File: src/rtl/cache_miss_fill.sv
// Miss handler and line-fill engine: fetches a 32B line in 8 beats, writes it to the round-robin
// victim way and returns it on fetchData. Optional miss counter enabled by MISS_CNT_EN.
module cache_miss_fill #(
  parameter int unsigned ADDR_W     = 32,
  parameter int unsigned BEAT_W     = 32,
  parameter int unsigned LINE_BEATS = 8,
  parameter int unsigned TAG_W      = 24
) (
  input  logic                         clk,
  input  logic                         reset,
  input  logic                         req_valid,
  input  logic [ADDR_W-1:0]            pcOut,
  input  logic                         hit,
  output logic                         mem_req,
  output logic [ADDR_W-1:0]            mem_addr,
  input  logic                         mem_gnt,
  input  logic                         mem_rvalid,
  input  logic [BEAT_W-1:0]            mem_rdata,
  output logic                         stall,
  output logic                         regWrite_set0,
  output logic                         regWrite_set1,
  output logic                         inp_viv,
  output logic [TAG_W-1:0]             in_tag,
  output logic [LINE_BEATS*BEAT_W-1:0] inputData,
  output logic [LINE_BEATS*BEAT_W-1:0] fetchData,
  output logic                         fill_valid,
  output logic [15:0]                  miss_count
);

  localparam int unsigned LineW = LINE_BEATS * BEAT_W;
  localparam int unsigned OffW  = $clog2(LineW / 8);
  localparam int unsigned IdxW  = ADDR_W - TAG_W - OffW;
  localparam int unsigned Sets  = 1 << IdxW;
  localparam int unsigned CntW  = $clog2(LINE_BEATS);

  typedef enum logic [2:0] {StIdle, StReq, StFill, StWrite, StDone} state_e;

  state_e            state_q, state_d;
  logic [ADDR_W-1:0] line_addr_q, line_addr_d;
  logic [IdxW-1:0]   idx_q, idx_d;
  logic [TAG_W-1:0]  tag_q, tag_d;
  logic              victim_q, victim_d;
  logic [Sets-1:0]   vbit_q, vbit_d;
  logic [CntW-1:0]   cnt_q, cnt_d;
  logic [LineW-1:0]  buf_q, buf_d;
  logic [LineW-1:0]  line_q, line_d;
  logic              miss_start;
  logic              unused_pc_off;

  assign unused_pc_off = ^pcOut[OffW-1:0];
  assign miss_start    = (state_q == StIdle) && req_valid && !hit;

  always_comb begin
    state_d       = state_q;
    line_addr_d   = line_addr_q;
    idx_d         = idx_q;
    tag_d         = tag_q;
    victim_d      = victim_q;
    vbit_d        = vbit_q;
    cnt_d         = cnt_q;
    buf_d         = buf_q;
    line_d        = line_q;
    stall         = 1'b0;
    mem_req       = 1'b0;
    mem_addr      = '0;
    regWrite_set0 = 1'b0;
    regWrite_set1 = 1'b0;
    inp_viv       = 1'b0;
    in_tag        = '0;
    inputData     = line_q;
    fetchData     = line_q;
    fill_valid    = 1'b0;

    unique case (state_q)
      StIdle: begin
        if (miss_start) begin
          line_addr_d = {pcOut[ADDR_W-1:OffW], {OffW{1'b0}}};
          idx_d       = pcOut[OffW +: IdxW];
          tag_d       = pcOut[ADDR_W-1 -: TAG_W];
          victim_d    = vbit_q[pcOut[OffW +: IdxW]];
          cnt_d       = '0;
          state_d     = StReq;
        end
      end
      StReq: begin
        stall    = 1'b1;
        mem_req  = 1'b1;
        mem_addr = line_addr_q;
        if (mem_gnt) state_d = StFill;
      end
      StFill: begin
        stall = 1'b1;
        if (mem_rvalid) begin
          for (int b = 0; b < LINE_BEATS; b++) begin
            if (cnt_q == CntW'(b)) buf_d[b*BEAT_W +: BEAT_W] = mem_rdata;
          end
          cnt_d = cnt_q + 1'b1;
          if (cnt_q == CntW'(LINE_BEATS - 1)) state_d = StWrite;
        end
      end
      StWrite: begin
        stall         = 1'b1;
        inputData     = buf_q;
        fetchData     = buf_q;
        in_tag        = tag_q;
        inp_viv       = 1'b1;
        regWrite_set0 = !victim_q;
        regWrite_set1 = victim_q;
        vbit_d[idx_q] = !vbit_q[idx_q];
        line_d        = buf_q;
        state_d       = StDone;
      end
      StDone: begin
        fill_valid = 1'b1;
        state_d    = StIdle;
      end
      default: state_d = StIdle;
    endcase
  end

  always_ff @(posedge clk or negedge reset) begin
    if (!reset) begin
      state_q     <= StIdle;
      line_addr_q <= '0;
      idx_q       <= '0;
      tag_q       <= '0;
      victim_q    <= 1'b0;
      vbit_q      <= '0;
      cnt_q       <= '0;
      buf_q       <= '0;
      line_q      <= '0;
    end else begin
      state_q     <= state_d;
      line_addr_q <= line_addr_d;
      idx_q       <= idx_d;
      tag_q       <= tag_d;
      victim_q    <= victim_d;
      vbit_q      <= vbit_d;
      cnt_q       <= cnt_d;
      buf_q       <= buf_d;
      line_q      <= line_d;
    end
  end

`ifdef MISS_CNT_EN
  logic [15:0] miss_cnt_q, miss_cnt_d;

  always_comb begin
    miss_cnt_d = miss_cnt_q;
    if (miss_start) miss_cnt_d = miss_cnt_q + 16'd1;
  end

  always_ff @(posedge clk or negedge reset) begin
    if (!reset) miss_cnt_q <= '0;
    else        miss_cnt_q <= miss_cnt_d;
  end

  assign miss_count = miss_cnt_q;
`else
  assign miss_count = 16'h0000;
`endif

endmodule

File: config.mk
export PLATFORM = sky130hd
export DESIGN_NAME = cache_miss_fill
export DESIGN_NICKNAME = d
export VERILOG_FILES = /design/src/rtl/cache_miss_fill.sv
export SDC_FILE = /design/constraint.sdc
export NUM_CORES = 1
export LEC_CHECK = 0
export BUFFER_PORTS_ARGS = -buffer_cell sky130_fd_sc_hd__buf_2
export CAP_MARGIN = 0
export CELL_PAD_IN_SITES_DETAIL_PLACEMENT = 1
export CELL_PAD_IN_SITES_GLOBAL_PLACEMENT = 2
export CORE_MARGIN = 2
export CORE_UTILIZATION = 32
export CTS_CLUSTER_SIZE = 14
export DETAILED_ROUTE_END_ITERATION = 7
export HOLD_SLACK_MARGIN = 0.05
export PLACE_DENSITY_LB_ADDON = 0.2
export SETUP_SLACK_MARGIN = 0.1
export SLEW_MARGIN = 30
export SYNTH_ARGS = -nofsm -noshare
export SYNTH_HDL_FRONTEND = slang
export SYNTH_SLANG_ARGS = --single-unit
File: constraint.sdc
create_clock -name clk -period 1.78 [get_ports clk]
set_input_delay 0.089 -clock clk [delete_from_list [all_inputs] [get_ports clk]]
set_output_delay 0.089 -clock clk [all_outputs]
set_load 0.005 [all_outputs]
==> results.txt <==
----------------------------------------------------
[Global routing]
  Global route overflow ... 0
  Global-route wire length before repair ... 101 mm
  Antenna violations before repair ... 1
  Tot GR Track Use ... 0.176
  Vias in the first global route ... 15500
  Pin count of the biggest net entering global routing ... 55

[Setup path]
  Chain of cells forming the critical path ... nand2_1 > or2_4 > clkinv_8 > buf_16 > buf_8 > clkbuf_16 > mux2_4 > buf_6
  Worst path required time ... 1.69 ns
  CP Launch Type ... register
  Slowest cell on the critical path ... dfrtp_1
  Worst Setup End Kind ... primary output
  Register-to-Register Setup Slack ... -0.20 ns
  Largest delay share family, worst path ... buffers and inverters
  Arrival time worst endpoint ... 2.33 ns
  Crit Path Class ... reg2out
  Highest cell delay on the worst timing path ... 0.36 ns
  Number of buffers and inverters on the critical path ... 5
  Maximum fanout along the worst path ... 8

[Outcome]
  Outcome ... complete, but fails checks
  Failing checks ... negative setup slack

[STA]
  Final Slew Violations ... 0
  Relative max-transition margin ... 0.575
  Summed negative setup slack over all endpoints ... -342.28 ns
  Final clock period utilization by the worst path ... 1.36
  Worst setup skew after layout ... 0.0275 ns
  Final critical delay including setup and external delays ... 2.42 ns
  Tightest Pin Transition ... 0.638 ns
  Final Hold Viols ... 0
  RSZ-0062 raised after global routing ... yes
  Final Setup Violations ... just over 800
  Peak clock frequency supported by timing ... 413 MHz
  Worst setup slack after layout ... -0.643 ns

[Clock network]
  Number of buffers added by the clock tree synthesis step ... 61
  H-tree levels ... 2
  Clock transition at the registers of the reported paths ... around 0.060 ns
  Max Root-Sink Buffers ... 3
  TritonCTS clock tree ... yes
  Clock latency of the later-clocked register in the worst-skew pair ... 0.63 ns
  Count of clock tree sinks ... between 500 and 600
  Clock tree root buffer cell ... clkbuf_16

[Drt]
  DRT antenna net count ... 0
  Met3 wire length ... about 2.6 mm
  Total iterations of the first detailed-routing run ... 4
  Highest metal layer with signal wires ... met4
  Detail-routed via count per cell ... 4.53
  Total length of routed met2 wires ... 35.5 mm
  Initial drt markers ... roughly 420
  M1 WL ... just under 30 mm
  Post-detailed-route DRC marker count ... 0
  Final routed wirelength across all metal layers ... 68.4 mm
  Number of vias in the routed layout ... 14300
  Wire length per cell after detailed routing ... 21.7 µm

[Placed design]
  DP HPWL ... 45.3 mm
  Port Buffers ... 633
  Weighted congestion at the end of routability-driven global placement ... 0.722
  Placed cell count ... 2932
  Placement Setup Slack ... -0.104 ns

[Power]
  Leakage power of the design ... about 16 nW
  Worst VDD drop ... between 800 and 900 µV
  Power Dens Cells ... 1620 mW/mm²

[Yosys]
  Area contributors post-synth ... dfrtp_1, mux2_2, buf_4
  Ranking of synthesized cells by instance count ... dfrtp_1, mux2_2, buf_4, mux2_1, and2_1
  Number of enable flip-flop cells after synthesis ... 0
  Mean instance size in the synthesized netlist ... between 10 and 15 µm²
  Post-synth design cell area ... 0.0234 mm²
  Netlist cell types ... 41
  Syn. warnings ... 0
  Dominant cell type by area after synthesis ... dfrtp_1
  Most instantiated flip-flop cell in the synthesis netlist ... dfrtp_1
  Sequential share of the synthesized area ... 0.593
  Count leader, synth ... dfrtp_1
  Synth Instances ... 1583
  Number of flip-flops and latches in the synthesized netlist ... 554
  Top-area cell type share of the netlist area ... 0.593
  Async set-or-reset flop fraction in the synthesized netlist ... 1.00

[Worst hold path]
  Hold Path Class ... in2async

[Flow run]
  Number of max-cap violations ... 0

[Floorplan]
  Total number of placement rows ... between 90 and 100
  Full die area ... 0.0753 mm²
  Width of the chip ... 274 µm
  Starting Density ... 0.322
  Vertical extent of the die ... 274 µm
  Placeable Area ... between 0.07 and 0.08 mm²
  Top-level I/O count ... 660

[Finish]
  Layout Cells excl Fill ... around 3200
  Relative area change from synthesis to final layout ... 34.9%
  Antenna diode count ... 0
  Fraction of final layout cells sized beyond drive strength 1 ... 0.574
  Final Net Count ... 2222

----------------------------------------------------
[report_power, final]
group	internal [W]	leakage (nW)	switching (W)
Sequential	0.0172	7.30	0.00201
Combinational	0.0106	8.08	0.00810
Clock	0.00783	1.00	0.00518
[per-stage QoR]
stage	instance area [µm²]	hold WS, ns	power [W]	utilization
after floorplan	23700	-0.207	0.0295	-
after global placement	26600	-0.0386	0.0343	0.366
after detailed placement	26600	-0.0388	0.0348	0.366
after CTS	30600	0.0940	0.0500	0.421
after global routing	31600	0.0924	0.0541	0.434
final	31600	0.110	0.0510	0.434
[registers in the layout, indices dropped and copies added (netlist names)]
register,cells
buf_q,256
line_q,256
tag_q,24
vbit_q,8
cnt_q,3
state_q,3
idx_q,2
line_addr_q,1
victim_q,1
[final timing paths]
kind,startpoint,depth (start not counted),end
max in group asynchronous,reset,4,buf_q[80]$_DFFE_PN0P_
hold reg to reg,buf_q[149]$_DFFE_PN0P_,1,buf_q[149]$_DFFE_PN0P_
setup reg to reg,state_q[0]$_DFFE_PN0P_,7,buf_q[77]$_DFFE_PN0P_
setup / recovery,state_q[0]$_DFFE_PN0P_,8,fetchData[78]
min in group clk,pcOut[27],3,tag_q[19]$_DFFE_PN0P_
hold / removal,reset,3,buf_q[60]$_DFFE_PN0P_
[cell families after synthesis]
family | share of synthesized area
AO/OA/AOI/OAI | 0.00658
flip-flops | 0.593
multiplexers | 0.264
other | 0.000160
adder cells (fa/ha/maj) | 0.00321
AND/OR/NAND/NOR | 0.0265
buffers and inverters | 0.107
[placed cells by master (no fill, tap or decap), types with 8 or more instances in the layout]
master	count
dfrtp_1	554
buf_2	473
mux2_2	243
buf_6	169
mux2_1	152
mux2_4	144
clkbuf_16	67
dlygate4sd3_1	64
buf_4	59
and2_1	55
buf_12	35
conb_1	21
clkbuf_1	17
buf_16	17
a31oi_1	10
clkbuf_8	10
mux2i_1	8
clkinv_2	8
[routing by layer]
layer	vias up	track usage
li1	6274	-
met1	7579	0.230
met2	384	0.312
met3	61	0.0250
met4	0	0.0365
met5	-	0
[final cells by class]
type,count,area (µm²)
fillers,7397,41200
flip-flops and latches,554,13900
multi-input cells,695,7660
repair buffers,826,6710
clock buffers,89,1750
well taps,959,1200
clock inverters,23,334
inverters,8,42.5
[timing repair]
item | 4_1_cts | 5_1_grt
setup buffers | 23 | 7
hold buffers | 65 | 0
endpoints found under the hold margin | 839 | 0
resized for setup | 156 | 147
endpoints found under the setup margin | 880 | 1042
cloned | 10 | 6
pin swaps | 1 | 1
[worst min-delay path: stages]
cell,delay [ns]
dlygate4sd3_1,0.56
buf_8,0.19
buf_12,0.23
(Power assumes the default switching activity.)
